**src/rtl/alu_multicycle_pkg.sv**
```systemverilog
// Shared op-code and FSM-state definitions for ALU control and the multicycle execution stage.
package alu_multicycle_pkg;

    localparam logic [3:0] OP_AND     = 4'b0000;
    localparam logic [3:0] OP_OR      = 4'b0001;
    localparam logic [3:0] OP_NOR     = 4'b0010;
    localparam logic [3:0] OP_ADD     = 4'b0011;
    localparam logic [3:0] OP_SUB     = 4'b0100;
    localparam logic [3:0] OP_LUI     = 4'b0101;
    localparam logic [3:0] OP_SRL     = 4'b1110;
    localparam logic [3:0] OP_SLL     = 4'b1111;
    localparam logic [3:0] OP_ILLEGAL = 4'b1001;

    typedef enum logic {
        ST_IDLE  = 1'b0,
        ST_SHIFT = 1'b1
    } state_t;

    function automatic logic is_shift(input logic [3:0] op);
        return (op == OP_SLL) || (op == OP_SRL);
    endfunction

endpackage

```
**src/rtl/alu_core_comb.sv**
```systemverilog
// Single-cycle combinational ALU: logic, add/sub, LUI and unsupported-code detection.
module alu_core_comb
    import alu_multicycle_pkg::*;
#(
    parameter int DATA_WIDTH = 32
) (
    input  logic [3:0]            alu_op,
    input  logic [DATA_WIDTH-1:0] a_data,
    input  logic [DATA_WIDTH-1:0] b_data,
    output logic [DATA_WIDTH-1:0] core_result,
    output logic                  core_illegal
);

    // Shift codes land in the default arm; the iterative shifter in the top handles them.
    always_comb begin
        core_result  = '0;
        core_illegal = 1'b0;
        unique case (alu_op)
            OP_AND:  core_result = a_data & b_data;
            OP_OR:   core_result = a_data | b_data;
            OP_NOR:  core_result = ~(a_data | b_data);
            OP_ADD:  core_result = a_data + b_data;
            OP_SUB:  core_result = a_data - b_data;
            OP_LUI:  core_result = b_data << 16;
            default: core_illegal = 1'b1;
        endcase
    end

endmodule

```
**src/rtl/alu_multicycle.sv**
```systemverilog
// Execution stage: one-cycle ALU ops plus a 1-bit/cycle iterative SLL/SRL with start/done handshake.
module alu_multicycle
    import alu_multicycle_pkg::*;
#(
    parameter int DATA_WIDTH  = 32,
    parameter int SHAMT_WIDTH = 5
) (
    input  logic                   clk,
    input  logic                   reset,
    input  logic                   start,
    input  logic [3:0]             alu_op,
    input  logic [DATA_WIDTH-1:0]  a_data,
    input  logic [DATA_WIDTH-1:0]  b_data,
    input  logic [SHAMT_WIDTH-1:0] shamt,
    output logic [DATA_WIDTH-1:0]  result,
    output logic                   zero,
    output logic                   done,
    output logic                   busy,
    output logic                   illegal_op
);

    state_t                 state;
    logic [DATA_WIDTH-1:0]  shreg;
    logic [SHAMT_WIDTH-1:0] cnt;
    logic                   shift_left;
    logic [DATA_WIDTH-1:0]  core_result;
    logic                   core_illegal;
    logic [DATA_WIDTH-1:0]  shreg_next;

    alu_core_comb #(.DATA_WIDTH(DATA_WIDTH)) u_core (
        .alu_op       (alu_op),
        .a_data       (a_data),
        .b_data       (b_data),
        .core_result  (core_result),
        .core_illegal (core_illegal)
    );

    assign shreg_next = shift_left ? {shreg[DATA_WIDTH-2:0], 1'b0}
                                   : {1'b0, shreg[DATA_WIDTH-1:1]};

    // zero is decoded from the result register only, so it never sees the inputs.
    assign zero = (result == '0);

    always_ff @(posedge clk or negedge reset) begin
        if (!reset) begin
            state      <= ST_IDLE;
            shreg      <= '0;
            cnt        <= '0;
            shift_left <= 1'b0;
            result     <= '0;
            done       <= 1'b0;
            busy       <= 1'b0;
            illegal_op <= 1'b0;
        end else begin
            done <= 1'b0;
            unique case (state)
                ST_IDLE: begin
                    if (start) begin
                        if (is_shift(alu_op)) begin
                            if (shamt == '0) begin
                                result     <= b_data;
                                illegal_op <= 1'b0;
                                done       <= 1'b1;
                            end else begin
                                shreg      <= b_data;
                                cnt        <= shamt;
                                shift_left <= (alu_op == OP_SLL);
                                busy       <= 1'b1;
                                state      <= ST_SHIFT;
                            end
                        end else begin
                            result     <= core_result;
                            illegal_op <= core_illegal;
                            done       <= 1'b1;
                        end
                    end
                end
                ST_SHIFT: begin
                    shreg <= shreg_next;
                    cnt   <= cnt - 1'b1;
                    if (cnt == SHAMT_WIDTH'(1)) begin
                        result     <= shreg_next;
                        illegal_op <= 1'b0;
                        done       <= 1'b1;
                        busy       <= 1'b0;
                        state      <= ST_IDLE;
                    end
                end
                default: state <= ST_IDLE;
            endcase
        end
    end

endmodule
```
**config.mk**
```make
export PLATFORM = sky130hd
export DESIGN_NAME = alu_multicycle
export DESIGN_NICKNAME = d
export VERILOG_FILES = /design/src/rtl/alu_multicycle_pkg.sv /design/src/rtl/alu_core_comb.sv /design/src/rtl/alu_multicycle.sv
export SDC_FILE = /design/constraint.sdc
export NUM_CORES = 1
export LEC_CHECK = 0
export CAP_MARGIN = 25
export CORE_MARGIN = 5
export CORE_UTILIZATION = 47
export CTS_CLUSTER_DIAMETER = 40
export DETAILED_ROUTE_END_ITERATION = 16
export HOLD_SLACK_MARGIN = 0.03
export MAX_ROUTING_LAYER = met4
export PLACE_DENSITY = 0.71
export SLEW_MARGIN = 30
export SYNTH_ARGS = -nofsm -noshare
export SYNTH_HDL_FRONTEND = slang
export SYNTH_SLANG_ARGS = --single-unit
```
**constraint.sdc**
```tcl
create_clock -name clk -period 4.1 [get_ports clk]
set_input_delay 0.82 -clock clk [delete_from_list [all_inputs] [get_ports clk]]
set_output_delay 0.82 -clock clk [all_outputs]
set_load 0.01 [all_outputs]
```
==> results.md <==
* First-pass GRT wire length at 46010 µm
* Reg2Reg Depth at 7
* Fillers at 1327
* PwrDens at 458.2 mW/mm²
* Capture point of the worst reg-to-reg path: result[28]
* RSZ-0062 raised after global routing: true
* Worst Path Required at 4.37 ns
* Setup crit end kind: register
* Largest net degree at the start of global routing at 75
* Syn Area/Cell at 7.704 µm²
* Via count at 8983
* Synth area leader: dfrtp_1
* Status: completed
* Yosys warns at 0
* Slew headroom at 49.24%
* Critical-path maximum fanout at 6
* IO Port Bufs at 111
* Clk pin slew, worst setup/hold paths at 0.06 ns
* Final Setup Violations at 0
* H-tree levels at 3
* First-pass iteration count of the detailed router at 7
* Reg2reg start: state
* Multi-input logic area at 0.005804 mm²
* CTS Buffer Depth at 2
* Crit path time final at 4.075 ns
* Critical path type: in -> reg
* Sequential element share of the synthesized area at 24.25%
* Die height at 137.5 µm
* Post-Synthesis Cells at 991
* Internal reg-to-reg setup slack at 1.46 ns
* DP Wirelength at 23290 µm
* Final WL at 30380 µm
* Vias per cell at 6.251
* Post-synthesis sequential element count at 74
* Total gr overflow at 0
* Max Fclk at 245.4 MHz
* Site Rows at 46
* Final Hold Vio Count at 0
* Top cells by area, synth: dfrtp_1 (24%), o21ai_0 (7.0%), a21oi_1 (6.4%)
* Core area at 0.01589 mm²
* Final Wtd Congestion at 1.013
* Die Area at 0.01889 mm²
* Worst-Margin Slew at 0.7615 ns
* N_diodes at 0
* CTS tree: done
* CP arrival at 4.35 ns
* Gr usage total at 32.48%
* Initial drt markers at 1070
* Post-synth EDFFs at 0
* WL per Instance at 21.14 µm
* DRC violations left at 0
* P&R area growth vs syn at 42.28%
* Pleak at 4.800 nW
* Most common flop cell mapped by yosys: dfrtp_1
* Worst-Skew Late Latency at 0.34 ns
* Total CTS buffers at 9
* Layout Nets at 1329
* Asr flop ratio synth at 100.0%
* Commonest non-fill, non-tap cells in the layout: buf_4 (190), nand2_1 (108), o21ai_0 (94), clkdlybuf4s50_1 (94), a21oi_1 (86)
* Mapped Nets at 1104
* Clk sinks at 74
* Most common cell after layout, fill and taps aside: buf_4
* Post-synth top area share at 24.25%
* Max VDD drop at 0.2994 mV
* Starting density of the core at 48.06%
* Dpl ws at -0.9918 ns
* Reg area at 0.001853 mm²
* Clock Skews at 0.007301 ns
* Netlist cell types at 71
* Final max-slew violation count at 0
* ANT nets after route at 0
* Fin crit share at 99.39%
* Share of cells above drive strength 1 at 26.70%
* Max cap viols at 0
* Min-delay worst type: in -> async
* CP Launch Type: primary input
* Setup TNS at 0 ns
* Die Width at 137.5 µm
* Final Worst Setup Slack at 0.02494 ns
* Root Buffer: clkbuf_16
* Vias in the first global route at 8162
* Initial antenna violation count at 0
* Mapped Area at 0.007635 mm²
* I/O pins at 112
where the power goes:
part	switching, mW	internal [mW]	total (mW)
Sequential	0.375	1.06	1.43
Combinational	1.38	1.31	2.69
Clock	0.320	0.535	0.855
how the worst max path moves through the flow:
stage	start	endpoint	slack, ns	cells after the start
final	b_data[4]	result[30]	0.02	17
after global routing	b_data[4]	result[30]	-0.16	17
after CTS	b_data[4]	result[28]	-0.12	17
after detailed placement	b_data[4]	result[30]	-0.99	15
after global placement	b_data[4]	result[30]	-0.95	15
after floorplan	b_data[4]	result[30]	-0.23	16
registers in the layout (all words and copies together), names as in the netlist:
name        cells
busy            1
cnt             5
done            1
illegal_op      1
result         32
shift_left      1
shreg          32
state           1
cells by family after synthesis:
group	Yosys count	synth area share, %
adders and majority gates	37	6.162
DFF	74	24.25
AOI/OAI and AO/OA	360	30.11
xor gates and xnor gates	61	6.998
and+or+nand+nor	289	17.95
muxes	66	9.210
buffers and inverters	104	5.326
cell usage after synthesis, drive strengths merged (21+ instances only):
cell type	number
mux2i	32
nand2	118
ha	36
a21oi	97
dfrtp	74
o21a	21
nor2	67
xor2	28
clkbuf	76
xnor2	33
nor3	25
mux2	34
o21ai	110
worst max-delay path, cell delays in order:
cell       delay (ns)
buf_8            0.10
or3_4            0.39
or4_4            0.45
nor3b_4          0.19
buf_6            0.16
a31oi_1          0.10
xnor2_1          0.16
ha_1             0.35
and3_4           0.22
nand2_2          0.07
a2111oi_4        0.19
nand4b_1         0.22
nand2_1          0.09
a31oi_2          0.20
a311o_1          0.20
mux2_2           0.33
o21ai_1          0.11
per-stage QoR:
| step | total power, mW | instances | area [µm²] | util, % | hold slack (ns) |
|---|---|---|---|---|---|
| final | 4.978 | 1437 | 10860 | 68.38 | 0.4926 |
| after global routing | 5.254 | 1437 | 10860 | 68.38 | 0.5328 |
| after CTS | 4.860 | 1431 | 10610 | 66.77 | 0.4957 |
| after detailed placement | 3.951 | 1408 | 10080 | 63.46 | 0.4822 |
| after global placement | 3.889 | 1408 | 10080 | 63.46 | 0.4713 |
| after floorplan | 2.787 | 991 | 7707 | - | 0.4903 |
per-layer routing:
metal | global-route usage (%) | vias up | wire, µm | part of all wire [%]
li1 | - | 4121 | - | -
met1 | 47.31 | 4245 | 13220 | 44
met2 | 44.44 | 542 | 12740 | 42
met3 | 7.706 | 75 | 3562 | 12
met4 | 9.479 | 0 | 862 | 2.8
met5 | - | - | 0 | 0
layout make-up:
| type | instances | share of cell area (%) |
|---|---|---|
| Timing Repair Buffer | 304 | 23.59 |
| Clock inverter | 6 | 0.8408 |
| Sequential cell | 74 | 17.06 |
| Clock buffer | 10 | 2.108 |
| Inverter | 14 | 0.4838 |
| Tap cell | 216 | 2.488 |
| Multi-Input combinational cell | 813 | 53.43 |
repair_timing:
item                                    CTS  global route
hold buffers                              0             0
pin swaps                                34            56
resized for setup                        61            52
cloned                                    0             0
endpoints found under the setup margin   22            20
buffers inserted                          7             6
Note: power is estimated with default switching activity, not from simulation.
==> variant (same settings) <==
Make the reset (`reset`) synchronous in one clocked block.
--- a/src/rtl/alu_multicycle.sv
+++ b/src/rtl/alu_multicycle.sv
@@ -42,5 +42,5 @@
     assign zero = (result == '0);
 
-    always_ff @(posedge clk or negedge reset) begin
+    always_ff @(posedge clk) begin
         if (!reset) begin
             state      <= ST_IDLE;
Function: differs if reset is asserted again (counterexample within 4 cycles, from zero or initial values and one cycle with reset low); with reset held inactive, the same outputs for 4 cycles.
==> variant against the original RTL <==
Sequential share of layout area down 2.4 points; final area shrank 6.9%; count of clock-buffer cells in the layout grew 1; sequential cell count unchanged; area after synthesis down 4.7%; routed wire length decreased by 4.9%; die area down 4.3%; non-clock buffer count fell by 25; worst setup slack gained 75 ps; synthesized cell count increased by 1.9%; global-route usage is 1.1 points lower; critical path type unchanged.
Power is not compared: it rests on default switching activity, and its combinational part moved more than twofold at a synthesized area within 25%.
==> variant: results (changes against the original RTL) <==
Outcome -> finished, final reports clean
DPL Wire Length -> 22130 um (-5.0%)
PortBufs -> 111 (unchanged)
Top_reg_cell synth -> dfxtp_1
R2R depth -> 7 (unchanged)
Yosys warns -> 0 (unchanged)
Clock Path Buffers -> 2 (unchanged)
Top flop regs -> result x32, shreg x32, cnt x5
Leak Pwr -> 4.004 nW
Vias in the first global route -> 8002 (-2.0%)
Syn_nets -> 1123 (+1.7%)
First-pass GRT wire length -> 44080 um (-4.2%)
Initial antenna violation count -> 0 (unchanged)
CTS Buf Count -> 9 (unchanged)
Post-Synth Adder-Cell Area -> 0.06463 (+0.003008)
Hold Path Stages -> 2
Final #Nets -> 1325 (-0.30%)
Vias -> 8849 (-1.5%)
Placed inst area -> 9524 sq um (-5.5%)
Mux cell area share after synthesis -> 0.04589 (-0.04621)
GPL Wtd Cong -> 0.9725 (-4.0%)
Worst rel slew slack -> 0.4466 (-0.04575)
Compound-cell area share of the yosys netlist -> 0.3517 (+0.05062)
H-tree depth -> 3 (unchanged)
Root Driver -> clkbuf_16
Distinct cells, synth -> 80 (+13%)
Max VDD drop -> 0.2070 mV
Most common library cells after synthesis -> 155 x a21oi_1, 115 x nand2_1, 74 x dfxtp_1
Worst clock skew -> 6.763 ps (-0.5381 ps)
Worst Path Max Fanout -> 4 (-2)
Total track usage -> 0.3135 (-0.01120)
Place WS -> -435.3 ps (+556.4 ps)
Proportion of layout cells with a drive suffix above 1 -> 0.2021 (-0.06486)
Worst EP arrival -> 4220 ps (-130 ps)
Synth Area in XOR/XNOR -> 0.06617 (-0.003803)
Slowest cell on crit path -> or4_4
Number of antenna diodes -> 0 (unchanged)
Initial drt markers -> 1160 (+8.4%)
Synth top area cells -> dfxtp_1 20%, a21oi_1 11%, o211ai_1 6.6%
HP Class -> flip-flop to flip-flop
Largest stage delay on the critical path -> 560 ps (+110 ps)
Largest net degree at the start of global routing -> 44 (-41%)
Clock latency on the worst-skew pair -> 340 ps (about the same)
Clock slew at reported path FFs -> 60 ps (about the same)
Largest delay share family, worst path -> compound AO/OA/AOI/OAI gates
Wirelength per Cell -> 20.57 um (-2.7%)
Drt pass-1 iters -> 6 (-1)
FFs w/ async S/R, synth -> 0 (-1.000)
Share of synthesized area occupied by flip-flops and latches -> 0.2035 (-0.03904)
## variant: cell types whose count changed in the layout (fill, tap and decap cells not counted), moves of 25 or more
cell | unedited run | this run
a21oi_1 | 86 | 149
buf_4 | 190 | 165
dfrtp_1 | 73 | 0
dfxtp_1 | 0 | 72
mux2_2 | 34 | 3
o211ai_1 | 7 | 64
o21ai_0 | 94 | 56
## variant: power breakdown
group / leakage (nW) / total, mW / switching [mW] / internal, mW
Sequential: 0.606 / 0.805 / 0.0414 / 0.763
Combinational: 3.24 / 1.14 / 0.603 / 0.537
Clock: 0.156 / 0.847 / 0.300 / 0.547
## variant: final timing paths
kind | start | end | slack [ps]
max | b_data[15] | result[26]$_SDFFE_PN0P_ | 100
min | result[9]$_SDFFE_PN0P_ | result[9]$_SDFFE_PN0P_ | 470
max reg2reg | state$_SDFF_PN0_ | result[30]$_SDFFE_PN0P_ | 1440
min reg2reg | result[9]$_SDFFE_PN0P_ | result[9]$_SDFFE_PN0P_ | 470
## variant: what timing repair did
action                                  in CTS  in global routing
cloned                                       0                  0
hold endpoints to repair                     0                  0
endpoints found under the setup margin       6                 21
buffers inserted                             2                  4
gates resized for setup                      9                 53
pin swaps                                    5                 29
## variant: metal layers
| layer | part of all wire | global-route usage | wire length [um] |
|---|---|---|---|
| met2 | 0.44 | 0.4570 | 12620 |
| met4 | 0.019 | 0.06900 | 549 |
| met1 | 0.43 | 0.4547 | 12530 |
| met3 | 0.11 | 0.05365 | 3195 |
| met5 | 0 | - | 0 |
## variant: cell families after synthesis
logic type	count (synthesis)
compound gates	403
xor+xnor	55
fa+ha+maj	37
buf+inv	106
flops	74
mux	33
simple gates	302
## variant: through the flow
step | setup TNS [ps] | cells
6_report | 0 | 1405
5_1_grt | -49.41 | 1405
4_1_cts | -0.7625 | 1402
3_5_place_dp | -6650 | 1384
3_3_place_gp | -5874 | 1384
2_1_floorplan | 0 | 1010
## variant: layout make-up
cell class | count | area (sq um)
inverter | 18 | 67.56
tap | 188 | 235.2
clock inverter | 5 | 77.57
multi-input combinational | 830 | 5597
sequential | 74 | 1484
fill | 1361 | 5087
clock buffer | 11 | 242.7
timing repair buffer | 279 | 2411
## variant: tightest hold or removal path, cell delays in order, from the launching register on
cell and delay, ps:
dfxtp_1 320, nand2_1 60, a21boi_1 50
